## config.mk

```make
export PLATFORM = sky130hd
export DESIGN_NAME = stage3_argmax_classifier
export DESIGN_NICKNAME = d
export VERILOG_FILES = /design/src/rtl/stage3_argmax_classifier_pkg.sv /design/src/rtl/stage3_argmax_step.sv /design/src/rtl/stage3_argmax_classifier.sv
export SDC_FILE = /design/constraint.sdc
export NUM_CORES = 1
export LEC_CHECK = 0
export ABC_AREA = 1
export BUFFER_PORTS_ARGS = -buffer_cell sky130_fd_sc_hd__buf_2
export CAP_MARGIN = 20
export CORE_UTILIZATION = 45
export CTS_BUF_LIST = sky130_fd_sc_hd__clkbuf_16
export DETAILED_ROUTE_END_ITERATION = 8
export REMOVE_ABC_BUFFERS = 1
export SYNTH_ARGS = -nofsm -noshare
export SYNTH_HDL_FRONTEND = slang
export SYNTH_SLANG_ARGS = --single-unit
```

## constraint.sdc

```tcl
create_clock -name clk -period 8.65 [get_ports clk]
set_input_delay 0.865 -clock clk [delete_from_list [all_inputs] [get_ports clk]]
set_output_delay 0.865 -clock clk [all_outputs]
set_load 0.05 [all_outputs]
```

## src/rtl/stage3_argmax_classifier_pkg.sv

```systemverilog
// Shared definitions for the stage-3 argmax classifier: default parameter
// values and the controller state encoding.
package stage3_argmax_classifier_pkg;

  localparam int         DEF_NUM_CLASS   = 3;
  localparam int         DEF_SCORE_BW    = 20;
  localparam logic [7:0] DEF_CHAR_BASE   = 8'h61;
  localparam logic [7:0] DEF_REJECT_CHAR = 8'h3F;
  localparam int         DEF_MARGIN      = 0;

  typedef enum logic [1:0] {
    ST_IDLE   = 2'd0,
    ST_SCAN   = 2'd1,
    ST_RESULT = 2'd2
  } state_e;

endpackage

```

## src/rtl/stage3_argmax_step.sv

```systemverilog
// One compare/update step of the running argmax. Strictly-greater tests only,
// so on a tie the earlier (lower-index) class keeps the win.
module stage3_argmax_step #(
  parameter int SCORE_BW = 20,
  parameter int IDX_W    = 2
) (
  input  logic signed [SCORE_BW-1:0] score_i,
  input  logic signed [SCORE_BW-1:0] best_i,
  input  logic signed [SCORE_BW-1:0] second_i,
  input  logic        [IDX_W-1:0]    idx_i,
  input  logic        [IDX_W-1:0]    best_idx_i,
  output logic signed [SCORE_BW-1:0] best_o,
  output logic signed [SCORE_BW-1:0] second_o,
  output logic        [IDX_W-1:0]    best_idx_o
);

  // New best pushes the old best down to second; otherwise maybe raise second.
  always_comb begin
    best_o     = best_i;
    second_o   = second_i;
    best_idx_o = best_idx_i;
    if (score_i > best_i) begin
      second_o   = best_i;
      best_o     = score_i;
      best_idx_o = idx_i;
    end else if (score_i > second_i) begin
      second_o = score_i;
    end
  end

endmodule

```

## src/rtl/stage3_argmax_classifier.sv

```systemverilog
// Stage-3 argmax classifier: latches a frame of signed class scores, scans
// them one class per cycle to find the best and second-best, then emits an
// ASCII character (or a reject code when the winning margin is too small).
//
// Handshake: o_ready is high exactly when the block is idle; a frame is taken
// on any rising edge where i_in_valid && o_ready. A frame offered while
// o_ready is low is discarded and reported by a one-cycle o_drop pulse.
// o_valid is a one-cycle pulse with no back-pressure; result fields hold
// until the next result.
module stage3_argmax_classifier
  import stage3_argmax_classifier_pkg::*;
#(
  parameter int         NUM_CLASS   = DEF_NUM_CLASS,
  parameter int         SCORE_BW    = DEF_SCORE_BW,
  parameter logic [7:0] CHAR_BASE   = DEF_CHAR_BASE,
  parameter int         MARGIN      = DEF_MARGIN,
  parameter logic [7:0] REJECT_CHAR = DEF_REJECT_CHAR,
  localparam int        IDX_W       = (NUM_CLASS > 1) ? $clog2(NUM_CLASS) : 1
) (
  input  logic                          clk,
  input  logic                          reset,
  input  logic                          i_in_valid,
  input  logic [NUM_CLASS*SCORE_BW-1:0] i_in_core,
  output logic                          o_ready,
  output logic                          o_valid,
  output logic [7:0]                    o_alpha,
  output logic [NUM_CLASS-1:0]          o_led,
  output logic [IDX_W-1:0]              o_class_idx,
  output logic                          o_reject,
  output logic                          o_drop,
  output logic [1:0]                    o_dbg_state
);

  localparam logic [IDX_W-1:0] LAST_IDX = IDX_W'(NUM_CLASS - 1);
  localparam logic signed [SCORE_BW-1:0] MOST_NEG = {1'b1, {(SCORE_BW-1){1'b0}}};

  state_e state_q, state_d;

  logic [NUM_CLASS*SCORE_BW-1:0] core_q, core_d;
  logic signed [SCORE_BW-1:0]    best_q, best_d;
  logic signed [SCORE_BW-1:0]    second_q, second_d;
  logic [IDX_W-1:0]              best_idx_q, best_idx_d;
  logic [IDX_W-1:0]              scan_idx_q, scan_idx_d;

  logic                 valid_q, valid_d;
  logic [7:0]           alpha_q, alpha_d;
  logic [NUM_CLASS-1:0] led_q, led_d;
  logic [IDX_W-1:0]     class_idx_q, class_idx_d;
  logic                 reject_q, reject_d;
  logic                 drop_q, drop_d;

  // Score under examination this SCAN cycle, taken from the latched frame.
  logic [31:0]                scan_base;
  logic signed [SCORE_BW-1:0] score_k;
  logic signed [SCORE_BW-1:0] step_best, step_second;
  logic [IDX_W-1:0]           step_best_idx;

  assign scan_base = 32'(scan_idx_q) * 32'(SCORE_BW);
  assign score_k   = core_q[scan_base +: SCORE_BW];

  stage3_argmax_step #(
    .SCORE_BW (SCORE_BW),
    .IDX_W    (IDX_W)
  ) u_step (
    .score_i    (score_k),
    .best_i     (best_q),
    .second_i   (second_q),
    .idx_i      (scan_idx_q),
    .best_idx_i (best_idx_q),
    .best_o     (step_best),
    .second_o   (step_second),
    .best_idx_o (step_best_idx)
  );

  // Gap is one bit wider than a score so extreme values cannot overflow.
  logic signed [SCORE_BW:0] gap;
  logic signed [31:0]       gap_w;
  logic                     reject_now;
  logic [7:0]               alpha_acc;
  logic [NUM_CLASS-1:0]     led_acc;

  assign gap        = {best_q[SCORE_BW-1], best_q} - {second_q[SCORE_BW-1], second_q};
  assign gap_w      = 32'(gap);
  assign reject_now = (NUM_CLASS > 1) && (gap_w < MARGIN);
  assign alpha_acc  = CHAR_BASE + 8'(best_idx_q);

  // One-hot winner display; class 0 lights the most significant LED.
  always_comb begin
    led_acc = '0;
    for (int k = 0; k < NUM_CLASS; k++) begin
      if (best_idx_q == IDX_W'(k)) led_acc[NUM_CLASS-1-k] = 1'b1;
    end
  end

  // Controller state register; reset aborts any frame in flight.
  always_ff @(posedge clk or posedge reset) begin
    if (reset) state_q <= ST_IDLE;
    else       state_q <= state_d;
  end

  // Next state, datapath updates and result formation.
  always_comb begin
    state_d     = state_q;
    core_d      = core_q;
    best_d      = best_q;
    second_d    = second_q;
    best_idx_d  = best_idx_q;
    scan_idx_d  = scan_idx_q;
    valid_d     = 1'b0;
    alpha_d     = alpha_q;
    led_d       = led_q;
    class_idx_d = class_idx_q;
    reject_d    = reject_q;
    drop_d      = i_in_valid && (state_q != ST_IDLE);
    unique case (state_q)
      ST_IDLE: begin
        if (i_in_valid) begin
          core_d     = i_in_core;
          best_d     = i_in_core[SCORE_BW-1:0];
          best_idx_d = '0;
          second_d   = MOST_NEG;
          scan_idx_d = IDX_W'(1);
          state_d    = (NUM_CLASS > 1) ? ST_SCAN : ST_RESULT;
        end
      end
      ST_SCAN: begin
        best_d     = step_best;
        second_d   = step_second;
        best_idx_d = step_best_idx;
        scan_idx_d = scan_idx_q + 1'b1;
        if (scan_idx_q == LAST_IDX) state_d = ST_RESULT;
      end
      ST_RESULT: begin
        valid_d     = 1'b1;
        class_idx_d = best_idx_q;
        if (reject_now) begin
          alpha_d  = REJECT_CHAR;
          led_d    = '0;
          reject_d = 1'b1;
        end else begin
          alpha_d  = alpha_acc;
          led_d    = led_acc;
          reject_d = 1'b0;
        end
        state_d = ST_IDLE;
      end
      default: state_d = ST_IDLE;
    endcase
  end

  // Datapath and output registers; all cleared while reset is held.
  always_ff @(posedge clk or posedge reset) begin
    if (reset) begin
      core_q      <= '0;
      best_q      <= '0;
      second_q    <= '0;
      best_idx_q  <= '0;
      scan_idx_q  <= '0;
      valid_q     <= 1'b0;
      alpha_q     <= 8'h00;
      led_q       <= '0;
      class_idx_q <= '0;
      reject_q    <= 1'b0;
      drop_q      <= 1'b0;
    end else begin
      core_q      <= core_d;
      best_q      <= best_d;
      second_q    <= second_d;
      best_idx_q  <= best_idx_d;
      scan_idx_q  <= scan_idx_d;
      valid_q     <= valid_d;
      alpha_q     <= alpha_d;
      led_q       <= led_d;
      class_idx_q <= class_idx_d;
      reject_q    <= reject_d;
      drop_q      <= drop_d;
    end
  end

  assign o_ready     = (state_q == ST_IDLE);
  assign o_valid     = valid_q;
  assign o_alpha     = alpha_q;
  assign o_led       = led_q;
  assign o_class_idx = class_idx_q;
  assign o_reject    = reject_q;
  assign o_drop      = drop_q;
  assign o_dbg_state = state_q;

endmodule

```

==> results of run 1 <==
flip-flops by register name (all words and copies together) (netlist names):
register	count
o_valid	1
best_idx_q	2
o_drop	1
best_q	20
o_alpha	6
scan_idx_q	2
second_q	20
o_class_idx	2
o_led	3
o_dbg_state	2
core_q	60
critical path, stage by stage (launching register included):
cell and delay [ns]:
dfrtp_1 0.33, buf_4 0.27, inv_1 0.40, or2_2 0.41
a32oi_1 0.35, inv_1 0.13, ha_1 0.29, nand2_1 0.06
nor2_1 0.20, nand2_1 0.16, nor2_4 0.15, nand2_2 0.08
nand4_1 0.14, nand3_4 0.39, o21ai_4 0.72, buf_4 0.42
nand2_1 0.10, o21ai_0 0.11
metal layers:
metal	share of wire, %	vias to the layer above	wire, µm
met2	45	110	7600
met3	3.8	25	638
met1	49	2701	8180
li1	-	2911	-
met5	0	-	0
met4	2.3	0	389
Yosys cell counts (all sizes together):
master  instances  area (µm²)
inv            98         368
conb            1        3.75
nand2         242         913
buf            16         130
a21o            2        15.0
mux2           54         608
o211ai          1        7.51
clkinv          1        3.75
or2            36         225
o21ai          54         349
dfrtp         119        2980
a22oi           1        7.51
clkbuf         20        75.1
a31oi           1        6.26
a21oi          28         140
nand4           7        58.8
nor3            1        5.00
nor2           68         268
a32oi          18         158
ha             64         801
o22ai           1        6.26
o21a            2        15.0
nand3          21         118
how the worst max path moves through the flow:
stage | end | start | slack [ns] | cells past startpoint
2_1_floorplan | best_idx_q[0]$_DFFE_PP0P_ | reset | 4.63 | 1
3_3_place_gp | best_q[0]$_DFFE_PP0P_ | scan_idx_q[0]$_DFFE_PP0P_ | 3.97 | 16
3_5_place_dp | best_q[1]$_DFFE_PP0P_ | scan_idx_q[0]$_DFFE_PP0P_ | 3.82 | 16
4_1_cts | best_q[0]$_DFFE_PP0P_ | scan_idx_q[0]$_DFFE_PP0P_ | 3.77 | 17
5_1_grt | best_q[0]$_DFFE_PP0P_ | scan_idx_q[0]$_DFFE_PP0P_ | 3.33 | 17
6_report | best_q[0]$_DFFE_PP0P_ | scan_idx_q[0]$_DFFE_PP0P_ | 3.82 | 17
cells by family (layout without fill, tap and decap cells):
family | after synthesis | in the layout
simple gates | 375 | 375
buf+inv | 135 | 218
flops | 119 | 119
compound gates | 108 | 108
fa+ha+maj | 64 | 64
mux | 54 | 54
other cells | 1 | 1
layout make-up:
| type | instances | area share, % |
|---|---|---|
| clock inverter | 15 | 1.19 |
| inverter | 99 | 4.50 |
| tap | 216 | 3.25 |
| sequential | 119 | 35.8 |
| timing repair buffer | 87 | 5.45 |
| multi-input combinational | 602 | 44.7 |
| clock buffer | 17 | 5.12 |
stage by stage:
| step | cells | utilization, % | hold WS (ns) | setup WS [ns] | instance area, µm² |
|---|---|---|---|---|---|
| after floorplan | 820 | - | 0.434 | 4.63 | 7050 |
| after global placement | 1123 | 49.2 | 0.447 | 3.97 | 7790 |
| after detailed placement | 1123 | 49.2 | 0.458 | 3.82 | 7790 |
| after CTS | 1155 | 52.5 | 0.470 | 3.77 | 8310 |
| after global routing | 1155 | 52.5 | 0.490 | 3.33 | 8310 |
| final | 1155 | 52.5 | 0.461 | 3.82 | 8310 |
==> impl_metrics.py, run 1 <==
metrics = {
    "status": {
        "status": "completed",
    },
    "cts": {
        "cts_setup_buffers": 0,
        "post_cts_resized": 0,
        "cts-root-buf": "clkbuf_16",
        "clkTransAtPathRegs_ns": 0.05,
        "htreeDepth": 4,
        "cts_sinks": 119,
        "numCtsBuffers": 17,
        "postCtsHoldBufs": 0,
        "clk_path_buf_depth": 2,
        "cts_tree": "yes",
        "clk_latency_ns": 0.41,
    },
    "synthesis": {
        "yosys.area_share.simple_pct": 21.9,
        "avgSynthCellArea_um2": 8.48,
        "synth_compound_area_share_pct": 9.70,
        "synth_top_family_by_area": "simple AND/OR/NAND/NOR gates",
        "yosysSeqAreaShare_pct": 41.0,
        "synth_mux_area_share_pct": 8.38,
        "synth_fa_ha_area_share_pct": 11.0,
        "syn_area_um2": 7260,
        "syn_inst": 856,
        "synth_xor_area_share_pct": 0,
        "ys_warn_count": 0,
        "yosys.cell_types.count": 33,
        "ys_ff_latch": 119,
    },
    "critical_path": {
        "r2r_slack_ns": 3.82,
        "crit_path_start_kind": "flip-flop",
        "worstPathMaxFanout": 35,
        "worst_r2r_path_depth": 17,
        "r2r_end": "best_q[0]$_DFFE_PP0P_",
        "endpoint_kind": "flip-flop",
        "crit_required_ns": 8.97,
        "reg2reg_from": "scan_idx_q[0]$_DFFE_PP0P_",
        "critPathArrivalTime_ns": 5.15,
        "crit_type": "reg2reg",
    },
    "grt": {
        "grtUsageMet2_pct": 35.7,
        "grt_busiest_layer": "met2",
        "antenna_found_initial": 0,
        "grt_max_degree": 63,
        "grt_pass1_wl_um": 28600,
        "grt_util_met3_pct": 4.75,
        "grt_pass1_vias": 5661,
        "grt-ovfl-total": 0,
        "grtUsageMet1_pct": 30.1,
        "grt_usage_pct": 22.4,
    },
    "timing": {
        "fin_skew_ns": 0.00874,
        "fmax_mhz": 207,
        "fin_crit_sh_pct": 55.8,
        "slew_violations": 0,
        "fin_tns_setup_ns": 0,
        "slew_headroom_pct": 26.5,
        "setup_viol": 0,
        "hold_viol": 0,
        "rsz0062_at_grt": "false",
        "fin_crit_ns": 4.83,
        "tightest_slew_ns": 1.10,
    },
    "final_layout": {
        "syn_to_final_growth_pct": 14.5,
        "ff_latch_area_um2": 2980,
        "n_antenna_cell": 0,
        "multi_input_area_um2": 3710,
        "nNetsFinal": 1053,
        "mostFrequentLayoutCells": "nand2_1, dfrtp_1, inv_1",
        "nFillCells": 1534,
        "layout-drive-gt1-share_pct": 24.8,
        "final_common_cell": "nand2_1",
    },
    "floorplanning": {
        "row_count": 46,
        "core_area_um2": 15800,
        "die_height_um": 129,
        "io_pins": 82,
        "die-area_um2": 16600,
        "initial_core_util_pct": 45.9,
        "dieWidth_um": 129,
    },
    "placement": {
        "dpl.hpwl_um": 11500,
        "gp_congestion": 0.817,
        "numPortBuffers": 80,
    },
    "drt": {
        "drc": 0,
        "vias": 5747,
        "via_per_inst": 4.98,
        "first_pass_iters": 4,
        "ant_nets": 0,
        "post_drt_wl_per_cell_um": 14.5,
        "wirelength_um": 16800,
        "drtIter0Drc": 261,
    },
    "hold_path": {
        "hold_class": "reg2reg",
        "min_delay_path_depth": 1,
        "min_to": "o_alpha[5]$_DFFE_PP0P_",
        "hp-start": "o_alpha[5]$_DFFE_PP0P_",
    },
    "run": {
        "cap_viol_max_count": 0,
    },
}
Power of run 1 is left out: the tool's default activity adds up to more than one toggle a clock period on the data nets, which glitch-free logic cannot reach.
==> run 2: changes to the inputs <==
--- a/config.mk
+++ b/config.mk
@@ -11,6 +11,7 @@
 export CORE_UTILIZATION = 45
 export CTS_BUF_LIST = sky130_fd_sc_hd__clkbuf_16
 export DETAILED_ROUTE_END_ITERATION = 8
+export PLACE_DENSITY = 0.66
 export REMOVE_ABC_BUFFERS = 1
 export SYNTH_ARGS = -nofsm -noshare
 export SYNTH_HDL_FRONTEND = slang
==> constraint.sdc (replaced) <==
create_clock -name clk -period 4.2 [get_ports clk]
set_input_delay 0.42 -clock clk [delete_from_list [all_inputs] [get_ports clk]]
set_output_delay 0.42 -clock clk [all_outputs]
set_load 0.05 [all_outputs]
==> run 2 against run 1 <==
Clock-buffer cell count unchanged. Sequential share of layout area down 0.61 points. Hold slack worse by 0.43 ns. Flip-flop and latch count unchanged. Die area unchanged. Routed wire length down 1.2%. Clock skew down 0.0027 ns. Via count up 1.3%. Register-to-register slack worse by 3.5 ns. Global-route usage down 0.52 points. Setup slack worse by 3.5 ns.
==> impl_metrics.py, run 2 (synthesis results as in run 1) <==
metrics = {
    "placement": {
        "dpl.hpwl_um": 12000,
        "gp_congestion": 0.899,
        "numPortBuffers": 80,
        "dp.cells": 1134,
    },
    "drt": {
        "vias": 5819,
        "post_drt_wl_per_cell_um": 14.2,
        "drtIter0Drc": 326,
        "wirelength_um": 16600,
        "drc": 0,
        "first_pass_iters": 4,
        "via_per_inst": 4.99,
        "ant_nets": 0,
    },
    "cts": {
        "htreeDepth": 4,
        "cts_setup_buffers": 0,
        "numCtsBuffers": 17,
        "clkTransAtPathRegs_ns": 0.06,
        "clk_latency_ns": 0.42,
        "clk_path_buf_depth": 2,
        "cts-root-buf": "clkbuf_16",
        "cts_tree": "yes",
        "cts_sinks": 119,
    },
    "final_layout": {
        "layout-drive-gt1-share_pct": 25.9,
        "regMostFlops": "core_q",
        "nNetsFinal": 1064,
        "mostFrequentLayoutCells": "nand2_1, dfrtp_1, inv_1",
        "n_antenna_cell": 0,
        "largest_register_ff_count": 60,
        "fin_util_pct": 53.4,
        "reg_top3": "core_q: 60 flops, best_q: 20 flops, second_q: 20 flops",
        "syn_to_final_growth_pct": 16.5,
        "final_cells": 1166,
        "final_common_cell": "nand2_1",
    },
    "timing": {
        "fin_skew_ns": 0.00600,
        "rsz0062_at_grt": "false",
        "fin_crit_sh_pct": 91.7,
        "slew_violations": 0,
        "fmax_mhz": 260,
        "fin_tns_setup_ns": 0,
        "slew_headroom_pct": 48.4,
        "fin_crit_ns": 3.85,
        "setup_viol": 0,
        "hold_viol": 0,
        "tightest_slew_ns": 0.771,
    },
    "floorplanning": {
        "die-area_um2": 16600,
        "io_pins": 82,
        "row_count": 46,
        "die_height_um": 129,
        "core_area_um2": 15800,
        "initial_core_util_pct": 45.9,
        "dieWidth_um": 129,
    },
    "critical_path": {
        "endpoint_kind": "flip-flop",
        "reg2reg_from": "scan_idx_q[0]$_DFFE_PP0P_",
        "worstPathMaxFanout": 26,
        "crit_required_ns": 4.55,
        "crit_type": "reg2reg",
        "worst_r2r_path_depth": 17,
        "critPathArrivalTime_ns": 4.20,
        "crit_path_start_kind": "flip-flop",
        "critPathLaunch": "scan_idx_q[0]$_DFFE_PP0P_",
    },
    "hold_path": {
        "hold_class": "in2async",
    },
    "grt": {
        "grt_usage_pct": 21.9,
        "grt_pass1_vias": 5684,
        "antenna_found_initial": 0,
        "grt-ovfl-total": 0,
        "grt_max_degree": 53,
        "grt_pass1_wl_um": 28100,
    },
    "run": {
        "cap_viol_max_count": 0,
    },
    "status": {
        "status": "completed",
    },
}
[run 2: changes by cell type in the layout (fill, tap and decap cells not counted), sizes merged]
cell | previous run | this run
buf | 87 | 98
bufinv | 1 | 3
clkinvlp | 2 | 3
inv | 102 | 99
[run 2: path summary, 6_finish.rpt]
path                            slack (ns)                      to
worst max register to register        0.35  best_q[16]$_DFFE_PP0P_
worst min-delay path                  0.03  core_q[35]$_DFFE_PP0P_
min in group clk                      0.23  core_q[42]$_DFFE_PP0P_
worst min register to register        0.46  o_alpha[5]$_DFFE_PP0P_
worst max-delay path                  0.35  best_q[16]$_DFFE_PP0P_
max in group asynchronous             3.21   best_q[8]$_DFFE_PP0P_
[run 2: timing repair]
action                                  CTS  global route
gates resized for setup                   0             1
endpoints found under the setup margin    0            20
hold buffers                              0             0
[run 2: worst max-delay path: stages, from the launching register on]
cell and delay [ns]:
dfrtp_1 0.39, buf_4 0.19, or2_2 0.29, a32oi_1 0.37
inv_1 0.12, ha_1 0.31, nand2_1 0.05, nor2_1 0.18
nand2_1 0.15, nor2_4 0.14, nand2_2 0.08, nand4_1 0.13
nand3_4 0.29, buf_4 0.30, o21ai_4 0.13, buf_4 0.37
nand2_1 0.16, o21ai_2 0.09
[run 2: stage by stage]
step | hold slack, ns | instance area [µm²] | setup slack (ns)
finish | 0.0340 | 8460 | 0.350
global route | 0.0871 | 8460 | 0.0388
CTS | 0.0603 | 8450 | 0.257
detailed placement | 0.451 | 7870 | 0.301
global placement | 0.444 | 7870 | 0.387
floorplan | 0.434 | 7050 | 0.181
[run 2: area by class of cell]
type,instances,area [µm²]
fillers,1458,7370
flip-flops and latches,119,2980
multi-input cells,602,3710
clock inverters,15,163
repair buffers,98,536
clock buffers,17,425
inverters,99,374
well taps,216,270
[run 2: routing by layer]
metal  routed length, µm  up-vias  global-route usage [%]
met3                 666       20                    4.83
met5                   0        -                       0
met2                7830      116                    35.5
met4                 224        0                    6.57
li1                    -     2937                       -
met1                7880     2746                    29.2
Power of run 2 is left out for the same reason.
==> run 3: changes to the inputs <==
--- a/config.mk
+++ b/config.mk
@@ -8,11 +8,11 @@
 export ABC_AREA = 1
 export BUFFER_PORTS_ARGS = -buffer_cell sky130_fd_sc_hd__buf_2
 export CAP_MARGIN = 20
+export CORE_MARGIN = 8
 export CORE_UTILIZATION = 45
 export CTS_BUF_LIST = sky130_fd_sc_hd__clkbuf_16
 export DETAILED_ROUTE_END_ITERATION = 8
 export PLACE_DENSITY = 0.66
-export REMOVE_ABC_BUFFERS = 1
 export SYNTH_ARGS = -nofsm -noshare
 export SYNTH_HDL_FRONTEND = slang
 export SYNTH_SLANG_ARGS = --single-unit
==> run 3 against run 2 <==
Critical path depth is the same. Register-to-register slack gained 0.05 ns. Non-clock buffer count shrank 3. Cell area shrank 0.71%. Critical endpoint is now second_q[17]$_DFFE_PP0P_.
==> impl_metrics.py, run 3 (synthesis results as in run 1) <==
metrics = {
    "placement": {
        "dp.cells": 1131,
        "dpl.hpwl_um": 12800,
        "pre_cts_ws_ns": 0.131,
        "gp_congestion": 0.838,
        "numPortBuffers": 80,
    },
    "final_layout": {
        "layout-drive-gt1-share_pct": 25.6,
        "regMostFlops": "core_q",
        "mostFrequentLayoutCells": "nand2_1, dfrtp_1, inv_1",
        "final_cells": 1161,
        "reg_top3": "core_q: 60 flops, best_q: 20 flops, second_q: 20 flops",
        "nNetsFinal": 1061,
        "syn_to_final_growth_pct": 15.7,
        "largest_register_ff_count": 60,
        "nFillCells": 1451,
        "n_antenna_cell": 0,
        "fin_util_pct": 53.1,
        "final_common_cell": "nand2_1",
    },
    "drt": {
        "ant_nets": 0,
        "post_drt_wl_per_cell_um": 15.0,
        "via_per_inst": 5.00,
        "wirelength_um": 17500,
        "first_pass_iters": 5,
        "drtIter0Drc": 380,
        "vias": 5810,
        "drc": 0,
    },
    "timing": {
        "slew_headroom_pct": 45.3,
        "fin_tns_setup_ns": 0,
        "tightest_slew_ns": 0.821,
        "fin_crit_sh_pct": 90.5,
        "timing.final.ws_setup_ns": 0.399,
        "fmax_mhz": 263,
        "fin_skew_ns": 0.00714,
        "fin_crit_ns": 3.80,
        "hold_viol": 0,
        "setup_viol": 0,
        "rsz0062_at_grt": "true",
        "slew_violations": 0,
    },
    "critical_path": {
        "cpMaxStageDelayCell": "nor2_4",
        "worstPathMaxFanout": 22,
        "path_common_cell": "nand2_1",
        "slowest_delay_ns": 0.45,
        "crit_path_start_kind": "flip-flop",
        "path_cells": "inv_1 > or2_2 > a32oi_1 > inv_1 > ha_1 > nand2_1 > nor2_1 > nand2_2 > nor2_4 > nand2_2 > nand4_1 > nand3_4 > nand2_1 > nor2_1 > nor2_4 > nand2_1 > nand2_1",
        "endpoint_kind": "flip-flop",
        "worst_r2r_path_depth": 17,
        "crit_type": "reg2reg",
        "r2r_slack_ns": 0.40,
        "critPathLaunch": "scan_idx_q[0]$_DFFE_PP0P_",
        "crit_required_ns": 4.55,
        "endpoint": "second_q[17]$_DFFE_PP0P_",
        "reg2reg_from": "scan_idx_q[0]$_DFFE_PP0P_",
        "critPathArrivalTime_ns": 4.15,
        "r2r_end": "second_q[17]$_DFFE_PP0P_",
    },
    "cts": {
        "cts_sinks": 119,
        "htreeDepth": 4,
        "cts-root-buf": "clkbuf_16",
        "postCtsHoldBufs": 0,
        "cts_setup_buffers": 0,
        "clkTransAtPathRegs_ns": 0.06,
        "post_cts_resized": 0,
        "numCtsBuffers": 17,
        "clk_latency_ns": 0.42,
        "cts_tree": "yes",
        "clk_path_buf_depth": 2,
    },
    "run": {
        "cap_viol_max_count": 0,
    },
    "floorplanning": {
        "die_height_um": 143,
        "core_area_um2": 15800,
        "row_count": 46,
        "io_pins": 82,
        "initial_core_util_pct": 45.9,
        "dieWidth_um": 143,
        "die-area_um2": 20500,
    },
    "grt": {
        "grt_max_degree": 72,
        "grt_busiest_layer": "met2",
        "grt_usage_pct": 18.1,
        "grt_pass1_wl_um": 29500,
        "grt_pass1_vias": 5818,
        "grt_util_met3_pct": 3.61,
        "grtUsageMet1_pct": 25.4,
        "grtUsageMet2_pct": 27.1,
        "antenna_found_initial": 0,
        "grt-ovfl-total": 0,
    },
    "synthesis": {
        "synth_nets": 983,
    },
    "status": {
        "status": "completed",
    },
    "hold_path": {
        "hold_class": "in2async",
    },
}
run 3: cell types whose count changed in the layout (fill, tap and decap cells not counted), sizes merged:
cell / delta
bufinv: -2
clkinv: -2
buf: -3
clkinvlp: +2
run 3: routing by layer:
metal / vias to the layer above / share of wire [%]
li1: 2929 / -
met1: 2729 / 50
met2: 130 / 44
met3: 22 / 4.4
met4: 0 / 1.6
met5: - / 0
run 3: layout make-up:
| type | instances | area [µm²] | share of cell area [%] |
|---|---|---|---|
| well taps | 216 | 270 | 3.22 |
| repair buffers | 95 | 526 | 6.26 |
| clock buffers | 17 | 425 | 5.07 |
| multi-input cells | 602 | 3710 | 44.2 |
| inverters | 99 | 374 | 4.45 |
| clock inverters | 13 | 113 | 1.34 |
| flip-flops and latches | 119 | 2980 | 35.5 |
run 3: worst min path at each step:
stage | to | slack (ns)
2_1_floorplan | core_q[1]$_DFFE_PP0P_ | 0.43
3_3_place_gp | core_q[1]$_DFFE_PP0P_ | 0.45
3_5_place_dp | o_alpha[5]$_DFFE_PP0P_ | 0.45
4_1_cts | core_q[54]$_DFFE_PP0P_ | 0.12
5_1_grt | core_q[54]$_DFFE_PP0P_ | 0.15
6_report | core_q[54]$_DFFE_PP0P_ | 0.09
run 3: metrics by stage:
stage / hold slack [ns] / instance area [µm²]
2_1_floorplan: 0.434 / 7260
3_3_place_gp: 0.451 / 7860
3_5_place_dp: 0.450 / 7860
4_1_cts: 0.116 / 8390
5_1_grt: 0.147 / 8400
6_report: 0.0895 / 8400
run 3: worst max-delay path, delay by kind of cell, from the launching register on:
family	cells	cell delay, ns
buffers and inverters	2	0.45
and+or+nand+nor	13	2.16
adders and majority gates	1	0.32
AOI/OAI and AO/OA	1	0.36
DFF	1	0.44
Power of run 3 is left out for the same reason.
